--- src/rtl/lsu_mem_initiator.sv ---
// lsu_mem_initiator: byte/half/word load-store initiator for a word-only data memory.
// Latency: load 2 cycles, word store 2, sub-word store 3 (read-modify-write), error 1.
// Backpressure: req_ready is high only in IDLE; the response is a one-cycle strobe
// with no backpressure.
// Optional: define LSU_ERR_CHECK_EN to flag misaligned or out-of-range requests.
// Without it, addresses are force-aligned and high address bits are ignored.
module lsu_mem_initiator #(
  parameter int ADDR_W = 7
) (
  input  logic              clk,
  input  logic              reset,
  input  logic              req_valid,
  output logic              req_ready,
  input  logic              req_we,
  input  logic [1:0]        req_size,
  input  logic              req_unsigned,
  input  logic [31:0]       req_addr,
  input  logic [31:0]       req_wdata,
  output logic              rsp_valid,
  output logic [31:0]       rsp_rdata,
  output logic              rsp_err,
  output logic [ADDR_W-1:0] mem_address,
  output logic [31:0]       mem_write_data,
  output logic              mem_we,
  input  logic [31:0]       mem_read_data
);

  typedef enum logic [2:0] {
    S_IDLE,
    S_LOAD,
    S_RMW_READ,
    S_WRITE,
    S_RESP
  } state_t;

  state_t state, state_nxt;

  // Captured request fields used after the handshake
  logic [1:0]  r_size;
  logic        r_uns;
  logic [1:0]  r_off;
  logic [31:0] r_wdata;

  logic        accept;
  logic        req_err;
  logic [1:0]  req_off;

  assign accept = req_valid && req_ready;

`ifdef LSU_ERR_CHECK_EN
  logic misaligned;
  logic out_of_range;
  assign misaligned   = ((req_size == 2'b01) && req_addr[0]) ||
                        (req_size[1] && (req_addr[1:0] != 2'b00));
  assign out_of_range = |(req_addr >> (ADDR_W + 2));
  assign req_err      = misaligned || out_of_range;
`else
  // High address bits are deliberately ignored in this build
  logic unused_addr_hi;
  assign unused_addr_hi = ^req_addr[31:ADDR_W+2];
  assign req_err        = 1'b0;
`endif

  // Byte offset of the addressed lane; half and word drop the low address bits,
  // which force-aligns them when error checking is off.
  always_comb begin
    req_off = 2'b00;
    case (req_size)
      2'b00:   req_off = req_addr[1:0];
      2'b01:   req_off = {req_addr[1], 1'b0};
      default: req_off = 2'b00;
    endcase
  end

  // Lane extraction and extension for loads
  logic [31:0] rd_shifted;
  logic [31:0] load_ext;
  assign rd_shifted = mem_read_data >> {r_off, 3'b000};

  always_comb begin
    load_ext = rd_shifted;
    case (r_size)
      2'b00:   load_ext = {{24{~r_uns & rd_shifted[7]}}, rd_shifted[7:0]};
      2'b01:   load_ext = {{16{~r_uns & rd_shifted[15]}}, rd_shifted[15:0]};
      default: load_ext = rd_shifted;
    endcase
  end

  // Lane merge for sub-word stores: only the addressed lane is replaced
  logic [31:0] lane_mask;
  logic [31:0] merge_mask;
  logic [31:0] merge_data;
  logic [31:0] merged;

  always_comb begin
    lane_mask = 32'hFFFF_FFFF;
    case (r_size)
      2'b00:   lane_mask = 32'h0000_00FF;
      2'b01:   lane_mask = 32'h0000_FFFF;
      default: lane_mask = 32'hFFFF_FFFF;
    endcase
  end

  assign merge_mask = lane_mask << {r_off, 3'b000};
  assign merge_data = r_wdata << {r_off, 3'b000};
  assign merged     = (mem_read_data & ~merge_mask) | (merge_data & merge_mask);

  // Strobes decoded from state so reset removes them immediately
  assign req_ready = (state == S_IDLE);
  assign rsp_valid = (state == S_RESP);
  assign mem_we    = (state == S_WRITE);

  // State register
  always_ff @(posedge clk or posedge reset) begin
    if (reset) state <= S_IDLE;
    else       state <= state_nxt;
  end

  // Next-state decode
  always_comb begin
    state_nxt = state;
    case (state)
      S_IDLE: begin
        if (accept) begin
          if (req_err)              state_nxt = S_RESP;
          else if (!req_we)         state_nxt = S_LOAD;
          else if (req_size[1])     state_nxt = S_WRITE;
          else                      state_nxt = S_RMW_READ;
        end
      end
      S_LOAD:     state_nxt = S_RESP;
      S_RMW_READ: state_nxt = S_WRITE;
      S_WRITE:    state_nxt = S_RESP;
      S_RESP:     state_nxt = S_IDLE;
      default:    state_nxt = S_IDLE;
    endcase
  end

  // Request capture, memory-side registers and response data
  always_ff @(posedge clk or posedge reset) begin
    if (reset) begin
      r_size         <= 2'b00;
      r_uns          <= 1'b0;
      r_off          <= 2'b00;
      r_wdata        <= 32'h0;
      mem_address    <= '0;
      mem_write_data <= 32'h0;
      rsp_rdata      <= 32'h0;
      rsp_err        <= 1'b0;
    end else begin
      case (state)
        S_IDLE: begin
          if (accept) begin
            r_size      <= req_size;
            r_uns       <= req_unsigned;
            r_off       <= req_off;
            r_wdata     <= req_wdata;
            mem_address <= req_addr[ADDR_W+1:2];
            rsp_rdata   <= 32'h0;
            rsp_err     <= req_err;
            if (req_we && req_size[1]) mem_write_data <= req_wdata;
          end
        end
        S_LOAD:     rsp_rdata      <= load_ext;
        S_RMW_READ: mem_write_data <= merged;
        default: ;
      endcase
    end
  end

endmodule
--- config.mk ---
export PLATFORM = sky130hd
export DESIGN_NAME = lsu_mem_initiator
export DESIGN_NICKNAME = d
export VERILOG_FILES = /design/src/rtl/lsu_mem_initiator.sv
export SDC_FILE = /design/constraint.sdc
export NUM_CORES = 1
export LEC_CHECK = 0
export CORE_MARGIN = 2
export CORE_UTILIZATION = 40
export CTS_BUF_LIST = sky130_fd_sc_hd__clkbuf_16
export DETAILED_ROUTE_END_ITERATION = 10
export PLACE_DENSITY = 0.76
export SYNTH_ARGS = -nofsm -noshare
export SYNTH_HDL_FRONTEND = slang
export SYNTH_SLANG_ARGS = --single-unit
--- constraint.sdc ---
create_clock -name clk -period 5 [get_ports clk]
set_clock_uncertainty 0.1 [all_clocks]
set_input_delay 1.5 -clock clk [delete_from_list [all_inputs] [get_ports clk]]
set_output_delay 1.5 -clock clk [all_outputs]
set_load 0.005 [all_outputs]
==> impl_metrics.tcl <==
set metrics [dict create \
    worstPathArrival_ps 3670 \
    power_density_nw_per_um2 640 \
    die_h_um 125 \
    synth_seq_cells 111 \
    setup_viol 0 \
    drive_gt1_share_pct 11.9 \
    cts_setup_buffers 0 \
    setup.worst_path.end_class "register" \
    fin_nets 815 \
    synth_fp_nets 697 \
    fin_crit_ps 3590 \
    maxSlewViolCount 0 \
    final_common_cell "clkdlybuf4s50_1" \
    num_rows 44 \
    die-area_sq_um 15700 \
    antenna_cells 0 \
    dp.final_hpwl_um 13200 \
    fillers 1297 \
    remaining_drc_errors 0 \
    maxCapViolCount 0 \
    max_stage_delay_ps 790 \
    grt.overflow.total 0 \
    r2r-start "state[2]$_DFFE_PP0P_" \
    worst_slew_pin_slew_ps 1030 \
    synth_compound_area_share_pct 23.9 \
    syn_area_per_cell_sq_um 9.93 \
    ys_top_cells_by_area "dfrtp_1 47%, mux2_2 6.3%, o21ai_0 5.4%, nand2_1 4.3%, mux2i_1 4.1%" \
    crit_path_start_kind "input port" \
    grt_use_total_pct 23.7 \
    cts_tree "done" \
    first_iter_violations 527 \
    p_leak_nw 3.13 \
    synth_edf_count 0 \
    r2r_setup_slack_ps 2050 \
    r2r_end "mem_write_data[28]$_DFFE_PP0P_" \
    io_pins 178 \
    ff2ff_path_depth 6 \
    ys_async_sr_fraction_pct 100 \
    synth_flop_cell "dfrtp_1" \
    grt_setup_unrepaired "false" \
    outcome "complete, no violations" \
    critPathCapture "rsp_rdata[25]$_DFFE_PP0P_" \
    clock-sinks 111 \
    synth_top_area_share_pct 47.1 \
    cts_htree_levels 3 \
    synth.distinct_cells 41 \
    fmaxAchievable_ghz 0.278 \
    seq_area_sq_um 2780 \
    ys_warn_count 0 \
    root_buffer "clkbuf_16" \
    finalSetupTns_ps 0 \
    antenna_found_initial 0 \
    grt_pass1_vias 5112 \
    core_sq_um 14500 \
    crit_type "input port to register" \
    viasPerCell 5.80 \
    ant_nets 0 \
    crit_start "mem_read_data[31]" \
    grt_start_max_net_pins 80 \
    crit_family "multiplexers" \
    total_power_mw 5.01 \
    vias 5222 \
    fin_crit_sh_pct 71.8 \
    utilization_pct 54.1 \
    clk_latency_ps 360 \
    numCtsBuffers 9 \
    portBuffers 153 \
    crit_chain "clkdlybuf4s50_1, mux4_2, mux2i_1, o21ai_0" \
    wire_per_inst_um 20.7 \
    clkSlewWorstSetupHoldPaths_ps 80 \
    dr.pass1.iters 5 \
    preCtsSetupSlack_ps 1070 \
    setup_ws_ps 1410 \
    worstPathMaxFanout 16 \
    multiInputGateArea_sq_um 2810 \
    cts_resized 0 \
    required_ps 5080 \
    vdd_ir_drop_max_mv 0.232 \
    synth_area_sq_um 5900 \
    synth-seq-area-share_pct 47.1 \
    crit_buf_inv 1 \
    hold_violations 0 \
    synth_top_family_by_area "compound AO/OA/AOI/OAI gates" \
    start_util_pct 40.8 \
    die_w_um 125 \
    area_delta_synth_final_pct 32.7 \
    grt_pass1_wl_um 29100 \
    hold_slack_ps 382 \
    slew_headroom_pct 29.2 \
    clk_path_buf_depth 2 \
    syn-instance-count 594 \
    totalWireLength_um 18600 \
    gp_congestion 0.894 \
    synth_fa_ha_area_share_pct 0 \
    layout_common_cells "153 x clkdlybuf4s50_1, 109 x dfrtp_1, 67 x nand2_1" \
    synth_top_cell_by_area "dfrtp_1" \
    hp-class "register to register" \
    synthMuxAreaShare_pct 13.8 \
    crit_path_top_delay_cell "mux2i_1" \
    crit_cells 4 \
    synth_xor_xnor_area_share_pct 0 \
    cts_hold_buf 0 \
    synthSimpleGateAreaFrac_pct 9.67 \
]
==> kinds of logic after synthesis <==
logic type | count (synthesis)
buf+inv | 77
compound gates | 209
other cells | 1
simple gates | 130
mux | 66
flops | 111
==> per-layer routing <==
metal  GRT usage (%)  vias up  part of all wire (%)  wire (um)
met5               0        -                     0          0
met4            10.5        0                   3.2        589
met3            5.09       32                   6.8       1270
met1            33.4     2569                    45       8350
met2            35.4      218                    45       8430
li1                -     2403                     -          -
==> flip-flops by register name, summed over array words and instances (netlist names) <==
signal / cells
r_wdata: 32
r_size: 2
mem_address: 7
mem_write_data: 32
rsp_rdata: 32
state: 3
r_off: 2
r_uns: 1
==> through the flow <==
stage,instance area [sq um],instances
2_1_floorplan,5900,594
3_3_place_gp,7510,885
3_5_place_dp,7510,885
4_1_cts,7830,901
5_1_grt,7830,901
6_report,7830,901
==> synthesized netlist by cell type (2+ instances only) <==
| cell | count |
|---|---|
| and2_1 | 2 |
| a221oi_1 | 8 |
| nor2_1 | 26 |
| o2bb2ai_1 | 8 |
| a21oi_1 | 33 |
| nand2_1 | 67 |
| a21o_1 | 8 |
| a211oi_1 | 9 |
| o21ai_0 | 64 |
| nor3b_1 | 4 |
| o311ai_0 | 8 |
| nor2b_1 | 2 |
| dfrtp_1 | 111 |
| o211ai_1 | 8 |
| buf_1 | 3 |
| mux4_2 | 9 |
| buf_4 | 2 |
| o22ai_1 | 15 |
| o21bai_1 | 8 |
| nor3_1 | 13 |
| nand3_1 | 10 |
| o21ai_1 | 5 |
| a311oi_2 | 8 |
| buf_2 | 16 |
| clkbuf_1 | 34 |
| mux2i_1 | 24 |
| a21boi_0 | 8 |
| inv_1 | 21 |
| a22oi_1 | 16 |
| mux2_2 | 33 |
==> final cells by class <==
cell class              count  share of cell area (%)
flip-flops and latches    111                    35.5
well taps                 184                    2.94
inverters                  21                    1.04
clock inverters             7                    1.21
repair buffers            163                    20.5
clock buffers               9                    2.88
multi-input cells         406                    35.9
==> power by group <==
part           switching [mW]  internal (mW)
Combinational            1.24           1.26
Sequential              0.394           1.33
Clock                   0.346          0.442
==> worst min-delay path by stage <==
stage	slack [ps]	startpoint	endpoint	cells past startpoint
final	380	mem_write_data[3]$_DFFE_PP0P_	mem_write_data[3]$_DFFE_PP0P_	1
after global routing	400	mem_write_data[0]$_DFFE_PP0P_	mem_write_data[0]$_DFFE_PP0P_	1
after floorplan	370	mem_write_data[28]$_DFFE_PP0P_	mem_write_data[28]$_DFFE_PP0P_	2
after CTS	380	mem_write_data[3]$_DFFE_PP0P_	mem_write_data[3]$_DFFE_PP0P_	1
after detailed placement	370	mem_write_data[1]$_DFFE_PP0P_	mem_write_data[1]$_DFFE_PP0P_	1
after global placement	360	mem_write_data[3]$_DFFE_PP0P_	mem_write_data[3]$_DFFE_PP0P_	1
(Power assumes the default switching activity.)
